<file path="config.mk">
export PLATFORM = sky130hd
export DESIGN_NAME = hawk_axi_rd_arb
export DESIGN_NICKNAME = d
export VERILOG_FILES = /design/src/rtl/hawk_axi_rd_arb.sv
export SDC_FILE = /design/constraint.sdc
export NUM_CORES = 1
export LEC_CHECK = 0
export CAP_MARGIN = 5
export CORE_AREA = 5 5 694 696
export DETAILED_ROUTE_END_ITERATION = 10
export DIE_AREA = 0 0 699 701
export DONT_BUFFER_PORTS = 1
export PLACE_DENSITY_LB_ADDON = 0.15
export SYNTH_ARGS = -nofsm -noshare
export SYNTH_HDL_FRONTEND = slang
export SYNTH_SLANG_ARGS = --single-unit
</file>
<file path="constraint.sdc">
create_clock -name clk_i -period 1.6 [get_ports clk_i]
set_input_delay 0.4 -clock clk_i [delete_from_list [all_inputs] [get_ports clk_i]]
set_output_delay 0.4 -clock clk_i [all_outputs]
set_load 0.01 [all_outputs]
</file>
<file path="src/rtl/hawk_axi_rd_arb.sv">
// AXI4 read arbiter: pm/cm cacheline reads, round-robin, one transaction outstanding.
// Optional R-channel watchdog with DRAIN state, enabled by defining HAWK_RD_ARB_TIMEOUT_EN.
module hawk_axi_rd_arb #(
   parameter int unsigned ADDR_WIDTH     = 64,
   parameter int unsigned DATA_WIDTH     = 512,
   parameter int unsigned ID_WIDTH       = 4,
   parameter int unsigned TIMEOUT_CYCLES = 1024
) (
   input  logic                  clk_i,
   input  logic                  rst_i,
   input  logic                  pm_req_valid,
   output logic                  pm_req_ready,
   input  logic [ADDR_WIDTH-1:0] pm_req_addr,
   output logic                  pm_rsp_valid,
   input  logic                  pm_rsp_ready,
   output logic [DATA_WIDTH-1:0] pm_rsp_data,
   output logic                  pm_rsp_err,
   input  logic                  cm_req_valid,
   output logic                  cm_req_ready,
   input  logic [ADDR_WIDTH-1:0] cm_req_addr,
   output logic                  cm_rsp_valid,
   input  logic                  cm_rsp_ready,
   output logic [DATA_WIDTH-1:0] cm_rsp_data,
   output logic                  cm_rsp_err,
   output logic                  m_axi_arvalid,
   input  logic                  m_axi_arready,
   output logic [ADDR_WIDTH-1:0] m_axi_araddr,
   output logic [ID_WIDTH-1:0]   m_axi_arid,
   output logic [7:0]            m_axi_arlen,
   output logic [2:0]            m_axi_arsize,
   output logic [1:0]            m_axi_arburst,
   input  logic                  m_axi_rvalid,
   output logic                  m_axi_rready,
   input  logic [DATA_WIDTH-1:0] m_axi_rdata,
   input  logic [1:0]            m_axi_rresp,
   input  logic                  m_axi_rlast,
   input  logic [ID_WIDTH-1:0]   m_axi_rid,
   output logic                  timeout_o
);

`ifdef HAWK_RD_ARB_TIMEOUT_EN
   typedef enum logic [2:0] {StIdle, StAr, StR, StRsp, StDrain} state_e;
`else
   typedef enum logic [1:0] {StIdle, StAr, StR, StRsp} state_e;
`endif

   state_e                 state_q, state_d;
   logic [ADDR_WIDTH-7:0]  addr_q;
   logic                   gnt_cm_q;
   logic                   last_cm_q;
   logic [DATA_WIDTH-1:0]  data_q;
   logic                   err_q;
   logic                   pick_cm;
   logic                   grant;
   logic                   r_beat;
   logic                   rsp_hs;
   logic                   tmo_hit;
   logic                   unused_inputs;

   // RID is not checked and the line offset is dropped from the address.
   assign unused_inputs = ^{m_axi_rid, pm_req_addr[5:0], cm_req_addr[5:0]};

   // On a tie, whoever was not served last wins.
   assign pick_cm = cm_req_valid & (~pm_req_valid | ~last_cm_q);
   assign grant   = (state_q == StIdle) & (pm_req_valid | cm_req_valid) & ~rst_i;
   assign r_beat  = (state_q == StR) & m_axi_rvalid;
   assign rsp_hs  = (state_q == StRsp) & (gnt_cm_q ? cm_rsp_ready : pm_rsp_ready);

`ifdef HAWK_RD_ARB_TIMEOUT_EN
   localparam int unsigned CntW = $clog2(TIMEOUT_CYCLES + 1);

   logic [CntW-1:0] cnt_q;
   logic            tmo_q;
   logic            tmo_pulse_q;

   assign tmo_hit = (state_q == StR) & ~m_axi_rvalid & (cnt_q == CntW'(TIMEOUT_CYCLES - 1));

   always_ff @(posedge clk_i) begin
      if (rst_i) begin
         cnt_q       <= '0;
         tmo_q       <= 1'b0;
         tmo_pulse_q <= 1'b0;
      end else begin
         tmo_pulse_q <= tmo_hit;
         if (state_q == StAr) begin
            cnt_q <= '0;
         end else if (state_q == StR) begin
            cnt_q <= cnt_q + 1'b1;
         end
         if (tmo_hit) begin
            tmo_q <= 1'b1;
         end else if (state_q == StDrain) begin
            tmo_q <= 1'b0;
         end
      end
   end

   assign timeout_o = tmo_pulse_q;
`else
   assign tmo_hit = 1'b0;
   // Keeps the parameter referenced while the watchdog is compiled out.
   assign timeout_o = (TIMEOUT_CYCLES == 0) & 1'b0;
`endif

   always_ff @(posedge clk_i) begin
      if (rst_i) begin
         state_q <= StIdle;
      end else begin
         state_q <= state_d;
      end
   end

   always_comb begin
      state_d = state_q;
      case (state_q)
         StIdle: if (grant) state_d = StAr;
         StAr:   if (m_axi_arready) state_d = StR;
         StR:    if (r_beat || tmo_hit) state_d = StRsp;
`ifdef HAWK_RD_ARB_TIMEOUT_EN
         StRsp:   if (rsp_hs) state_d = tmo_q ? StDrain : StIdle;
         StDrain: if (m_axi_rvalid) state_d = StIdle;
`else
         StRsp:  if (rsp_hs) state_d = StIdle;
`endif
         default: state_d = StIdle;
      endcase
   end

   always_comb begin
      pm_req_ready  = grant & ~pick_cm;
      cm_req_ready  = grant & pick_cm;
      m_axi_arvalid = (state_q == StAr);
`ifdef HAWK_RD_ARB_TIMEOUT_EN
      m_axi_rready  = (state_q == StR) | (state_q == StDrain);
`else
      m_axi_rready  = (state_q == StR);
`endif
      pm_rsp_valid  = (state_q == StRsp) & ~gnt_cm_q;
      cm_rsp_valid  = (state_q == StRsp) & gnt_cm_q;
   end

   always_ff @(posedge clk_i) begin
      if (rst_i) begin
         addr_q    <= '0;
         gnt_cm_q  <= 1'b0;
         last_cm_q <= 1'b1;
         data_q    <= '0;
         err_q     <= 1'b0;
      end else begin
         if (grant) begin
            gnt_cm_q <= pick_cm;
            addr_q   <= pick_cm ? cm_req_addr[ADDR_WIDTH-1:6] : pm_req_addr[ADDR_WIDTH-1:6];
         end
         if (r_beat) begin
            data_q <= m_axi_rdata;
            err_q  <= (m_axi_rresp != 2'b00) | ~m_axi_rlast;
         end else if (tmo_hit) begin
            data_q <= '0;
            err_q  <= 1'b1;
         end
         if (rsp_hs) begin
            last_cm_q <= gnt_cm_q;
         end
      end
   end

   assign m_axi_araddr  = {addr_q, 6'b0};
   assign m_axi_arid    = ID_WIDTH'(gnt_cm_q);
   assign m_axi_arlen   = 8'd0;
   assign m_axi_arsize  = 3'b110;
   assign m_axi_arburst = 2'b01;
   assign pm_rsp_data   = data_q;
   assign cm_rsp_data   = data_q;
   assign pm_rsp_err    = err_q;
   assign cm_rsp_err    = err_q;

endmodule

</file>
==> qor.csv, run 1 <==
stage,metric,value,unit
outcome,outcome,finished with violations,
outcome,violations,"negative hold slack, max-slew violations, negative setup slack",
global_route,top_usage_layer,met2,
worst_setup_path,path_common_cell,buf_6,
clock_tree,ctsHoldBuffers,635,
floorplan,core_area,474000,µm²
route,drt-total-wl,319000,µm
power,p_leak,16.9,nW
timing,fin_skew,0.0460,ns
route,drtIter0Drc,1652,
clock_tree,cts_tree,built,
timing,slew_headroom,-0.973,
route,vias_per_cell,2.47,
route,post_drt_wl_per_cell,31.7,µm
power,p_int,37.3,mW
timing,fin_crit,2.31,ns
timing,worst_pin_slew,2.96,ns
worst_setup_path,crit_required,1.20,ns
clock_tree,clkLatencyLatePin,0.76,ns
power,power_density,1200,nW/µm²
worst_setup_path,slowest_stage,dfxtp_2,
job,cap_violations,0,
final_layout,layout_commonest_cell,nand2_1,
floorplan,die_height,701,µm
place,dp_hpwl,266000,µm
hold_path,hold_class,in -> reg,
global_route,grtUsageMet2,0.200,
power,seq_power_share,0.318,
worst_setup_path,path_max_fanout,5,
global_route,first_global_vias,25000,
synthesis,ys_warn_count,0,
power,p_comb_frac,0.360,
final_layout,nFillCells,54400,
floorplan,ios,1769,
timing,fmax,433,MHz
worst_setup_path,endpoint_kind,output port,
global_route,grt_overflow,0,
timing,worst_hold_slack,-0.134,ns
worst_setup_path,worst-setup-path-type,reg -> out,
synthesis,syn_area_per_cell,7.95,µm²
clock_tree,cts_buffers,89,
global_route,antenna_found_initial,59,
global_route,grt_usage,0.121,
synthesis,synth_cell_types,27,
floorplan,placement_rows,253,
global_route,use_met3,0.0920,
final_layout,final_layout_size_suffix_gt1_frac,0.419,
final_layout,nNetsFinal,4409,
power,max-vdd-ir-drop,682,µV
power,totalPowerFinal,60.7,mW
final_layout,layout_common_cells,"nand2_1, dlygate4sd3_1, a21oi_1",
worst_setup_path,cp.arrival,1.91,ns
worst_setup_path,max_stage_delay,0.32,ns
synthesis,synth-seq-cells,575,
final_layout,fin_util,0.107,
clock_tree,cts_max_path_buffers,4,
power,switching_share,0.386,
floorplan,initial_core_util,0.0503,
timing,hold_viol,13,
timing,finalMaxSlewViolations,428,
place,gp_congestion,0.936,
timing,setup_viol,1520,
timing,finalWorstSetupSlack,-0.712,ns
clock_tree,clkTransAtPathRegs,0.05,ns
timing,fin_crit_sh,1.45,
route,ant_nets,0,
global_route,grt_max_degree,579,
timing,rsz0062_at_grt,yes,
power,switching_power,23.4,mW
route,vias,24900,
global_route,grt_first_pass_wirelength,369000,µm
route,drt_first_pass_iters,8,
worst_setup_path,crit_chain,inv_2 > buf_6 > ha_4 > buf_6 > nand2_4 > nor3_4 > buf_12,
worst_setup_path,cp-start-kind,register,
synthesis,synthCells,3000,
synthesis,syn-cell-area,23800,µm²
clock_tree,clock_sinks,575,
place,numPortBuffers,0,
floorplan,die_width,699,µm
clock_tree,htreeDepth,3,
global_route,use_met1,0.116,
floorplan,dieArea,490000,µm²
route,drc,0,
synthesis,ys_seq_area_frac,0.483,
clock_tree,clock-root-buffer,clkbuf_16,
final_layout,area_growth_syn_to_layout,113,%
power,power.clock.fraction,0.322,
-- flip-flops by register name, summed over array words and instances (netlist names) --
signal       flops
gnt_cm_q         1
cm_rsp_data    512
state_q          2
addr_q          58
cm_rsp_err       1
last_cm_q        1
-- kinds of logic (layout without fill, tap and decap cells) --
family	count (synthesis)	in the layout	synth area share
other	2	48	0.000315
flip-flops	575	575	0.483
AO/OA/AOI/OAI	583	583	0.135
multiplexers	1	1	0.000420
buffers and inverters	736	1525	0.205
adder cells (fa/ha/maj)	4	4	0.00210
AND/OR/NAND/NOR	1099	1099	0.174
-- final timing paths --
check	startpoint	to	slack [ns]	depth (start not counted)
worst min register to register	cm_rsp_data[65]$_SDFFE_PP0P_	cm_rsp_data[65]$_SDFFE_PP0P_	0.45	2
worst max-delay path	state_q[0]$_SDFFE_PP0P_	pm_req_ready	-0.71	7
worst max register to register	state_q[0]$_SDFFE_PP0P_	addr_q[49]$_SDFFE_PP0P_	-0.61	13
worst min-delay path	pm_req_valid	gnt_cm_q$_SDFFE_PP0P_	-0.13	3
-- area by class of cell --
| cell class | instances | area, µm² | area share |
|---|---|---|---|
| clock buffer | 128 | 2610 | 0.0514 |
| inverter | 4 | 15.0 | 0.000296 |
| clock inverter | 23 | 189 | 0.00373 |
| multi-input combinational | 1710 | 9620 | 0.190 |
| tap | 6247 | 7820 | 0.154 |
| sequential | 575 | 12400 | 0.245 |
| antenna | 25 | 62.6 | 0.00123 |
| timing repair buffer | 1370 | 18000 | 0.354 |
-- critical path, delay by kind of cell (launching register included) --
kind	cells	cell delay [ns]
buffers and inverters	4	0.45
adders and majority gates	1	0.13
and+or+nand+nor	2	0.22
DFF	1	0.32
-- metrics by stage --
| stage | TNS [ns] | worst slack (ns) | cell area [µm²] | std cells |
|---|---|---|---|---|
| after floorplan | -0.329 | -0.0329 | 23900 | 3021 |
| after global placement | -198.59 | -0.695 | 33700 | 9109 |
| after detailed placement | -191.98 | -0.668 | 33700 | 9109 |
| after CTS | -486.33 | -0.894 | 48000 | 9985 |
| after global routing | -479.96 | -0.827 | 50700 | 10100 |
| final | -359.13 | -0.712 | 50700 | 10100 |
-- layer usage --
layer,up-vias,part of all wire
li1,10800,-
met1,12300,0.33
met2,1497,0.47
met3,362,0.16
met4,10,0.035
met5,-,0.00018
-- timing repair --
item	in CTS	in global routing
pin swaps	107	183
setup buffers	54	44
endpoints found under the hold margin	575	185
gates cloned	39	40
resized for setup	1197	375
setup endpoints to repair	1663	1664
-- cells in the mapped netlist (all sizes together) --
cell	number	area [µm²]
nand2	1028	3860
buf	631	4500
dfxtp	575	11500
a21oi	516	2580
clkbuf	101	379
nor2	62	233
a222oi	59	591
ha	4	50.1
inv	4	15.0
o21ai	3	15.0
a211oi	2	15.0
and2	2	12.5
and2b	2	15.0
conb	2	7.51
nor3	2	15.0
a21o	1	7.51
a32oi	1	8.76
and3	1	6.26
mux2i	1	10.0
nand3	1	5.00
nor2b	1	6.26
o21bai	1	7.51
-- power groups by stage --
| stage | clock, mW | sequential, mW | combinational (mW) |
|---|---|---|---|
| after floorplan | 0 | 17.8 | 6.23 |
| after global placement | 0 | 19.4 | 14.5 |
| after detailed placement | 0 | 19.4 | 14.5 |
| after CTS | 20.6 | 19.3 | 20.0 |
| after global routing | 20.9 | 19.4 | 23.2 |
| final | 19.5 | 19.3 | 21.9 |
No activity file was read; power rests on OpenSTA's default activity.
==> run 2, diff against run 1 <==
GPL_TIMING_DRIVEN = 0   (was not set)
==> run 2 against run 1 <==
The flow finishes with violations (negative hold slack, negative setup slack). Hold slack improved by 0.029 ns. Non-clock buffer count rose by 152. Routed wire length up 7.9%. Largest power group unchanged.
==> qor.csv, run 2 (synthesized netlist as in run 1, its figures left out) <==
stage,metric,value,unit
timing,finalMaxSlewViolations,0,
clock_tree,clock-root-buffer,clkbuf_16,
route,dr_wl_met3,59100,µm
clock_tree,htreeDepth,3,
place,numPortBuffers,0,
worst_setup_path,max_stage_delay,0.33,ns
clock_tree,cts_max_path_buffers,4,
floorplan,die_height,701,µm
floorplan,placement_rows,253,
hold_path,hold_class,in -> reg,
route,drt_first_pass_iters,6,
timing,slew_headroom,0.191,
timing,hold_viol,2,
power,power.clock.fraction,0.327,
power,power_density,1160,nW/µm²
final_layout,nFillCells,54200,
clock_tree,clock_sinks,575,
place,dp_hpwl,298000,µm
route,drt-total-wl,345000,µm
route,drtIter0Drc,1744,
power,p_leak,19.5,nW
timing,rsz0062_at_grt,yes,
route,top_layer_used,met5,
floorplan,initial_core_util,0.0503,
power,p_int,38.1,mW
floorplan,core_area,474000,µm²
power,seq_power_share,0.333,
worst_setup_path,crit_chain,inv_2 > ha_4 > nor2b_4 > and3_4 > buf_12,
floorplan,ios,1769,
clock_tree,clkLatencyLatePin,0.81,ns
clock_tree,cts_tree,built,
floorplan,die_width,699,µm
worst_setup_path,cp.arrival,1.85,ns
global_route,grt_usage,0.131,
timing,finalWorstSetupSlack,-0.647,ns
worst_setup_path,path_max_fanout,5,
job,cap_violations,0,
timing,fin_crit,2.25,ns
power,p_comb_frac,0.340,
final_layout,final_layout_size_suffix_gt1_frac,0.570,
timing,worst_hold_slack,-0.106,ns
power,switching_power,25.2,mW
power,totalPowerFinal,63.3,mW
place,gp_congestion,0.946,
final_layout,layout_common_cells,"dlygate4sd3_1, nand2_1, dfxtp_4",
global_route,antenna_found_initial,77,
clock_tree,clkTransAtPathRegs,0.06,ns
route,drc,0,
worst_setup_path,startpoint,state_q[0]$_SDFFE_PP0P_,
clock_tree,cts_buffers,91,
worst_setup_path,endpoint_kind,output port,
timing,fin_crit_sh,1.40,
worst_setup_path,crit_required,1.20,ns
worst_setup_path,cp-start-kind,register,
final_layout,nNetsFinal,4563,
final_layout,area_growth_syn_to_layout,129,%
timing,worst_pin_slew,1.21,ns
route,post_drt_wl_per_cell,33.6,µm
outcome,violations,"negative hold slack, negative setup slack",
worst_setup_path,reg2reg_from,state_q[0]$_SDFFE_PP0P_,
route,drt-met1-wl,109000,µm
final_layout,layout_commonest_cell,dlygate4sd3_1,
power,switching_share,0.399,
worst_setup_path,slowest_stage,dfxtp_2,
timing,fin_skew,0.0332,ns
route,vias_per_cell,2.55,
global_route,grt_max_degree,13,
global_route,first_global_vias,25500,
floorplan,dieArea,490000,µm²
route,vias,26200,
hold_path,min_from,pm_req_valid,
timing,setup_viol,1526,
route,ant_nets,0,
final_layout,largest_register_ffs,512,
worst_setup_path,worst-setup-path-type,reg -> out,
route,wl_met2,162000,µm
timing,fmax,445,MHz
outcome,outcome,finished with violations,
global_route,grt_overflow,0,
clock_tree,ctsHoldBuffers,636,
power,max-vdd-ir-drop,751,µV
global_route,grt_first_pass_wirelength,397000,µm
==> run 2: cell types whose count changed in the layout (fill, tap and decap cells not counted), moves of 110 or more <==
cell,change
a21oi_1,-250
a21oi_2,+250
buf_4,-123
buf_6,+176
dfxtp_1,-206
dfxtp_4,+241
nand2_1,-110
nand2_4,+217
==> run 2: area by class of cell <==
type,count,area [µm²],area share
Buffer,723,9280,0.170
Multi-Input combinational cell,1710,11900,0.217
Clock inverter,25,265,0.00485
Inverter,4,17.5,0.000320
Timing Repair Buffer,799,9390,0.172
Tap cell,6247,7820,0.143
Clock buffer,134,2700,0.0494
Antenna cell,30,75.1,0.00137
Sequential cell,575,13300,0.243
==> run 2: worst paths after layout <==
kind	end	slack [ns]	cells after the start
hold / removal	gnt_cm_q$_SDFFE_PP0P_	-0.11	3
setup / recovery	cm_req_ready	-0.65	5
hold reg to reg	cm_rsp_data[141]$_SDFFE_PP0P_	0.51	2
setup reg to reg	cm_rsp_data[504]$_SDFFE_PP0P_	-0.64	12
==> run 2: worst max-delay path: cells and delay by family, from the launching register on <==
family                     cells  cell delay (ns)
and+or+nand+nor                2             0.36
DFF                            1             0.33
buffers and inverters          2             0.20
adders and majority gates      1             0.16
==> run 2: layer usage <==
metal / global-route usage / vias up
li1: - / 11200
met1: 0.127 / 13100
met5: 0 / -
met3: 0.0952 / 402
met2: 0.220 / 1481
met4: 0.0406 / 10
==> run 2: per-stage QoR <==
stage               worst slack [ns]  utilization  TNS [ns]  instance area, µm²  std cells
CTS                           -0.829       0.0938   -775.37               44400      10100
detailed placement             -2.84       0.0671  -1183.25               31800       9270
global placement               -3.90       0.0670  -1545.89               31800       9268
global route                  -0.778        0.115   -569.92               54600      10200
finish                        -0.647        0.115   -391.03               54700      10200
floorplan                    -0.0329            -    -0.329               23900       3021
==> run 2: power by group through the flow <==
stage               Clock [mW]  Sequential [mW]  Combinational, mW
floorplan                    0             17.8               6.23
global placement             0             21.2               11.8
detailed placement           0             21.2               11.8
CTS                       21.9             21.0               16.7
global route              22.2             21.5               22.9
finish                    20.7             21.1               21.5
==> run 2: repair_timing <==
action,CTS,global route
gates cloned,28,36
pin swaps,97,555
endpoints found under the hold margin,575,2
setup endpoints to repair,1665,1665
resized for setup,600,2899
buffers inserted,50,64
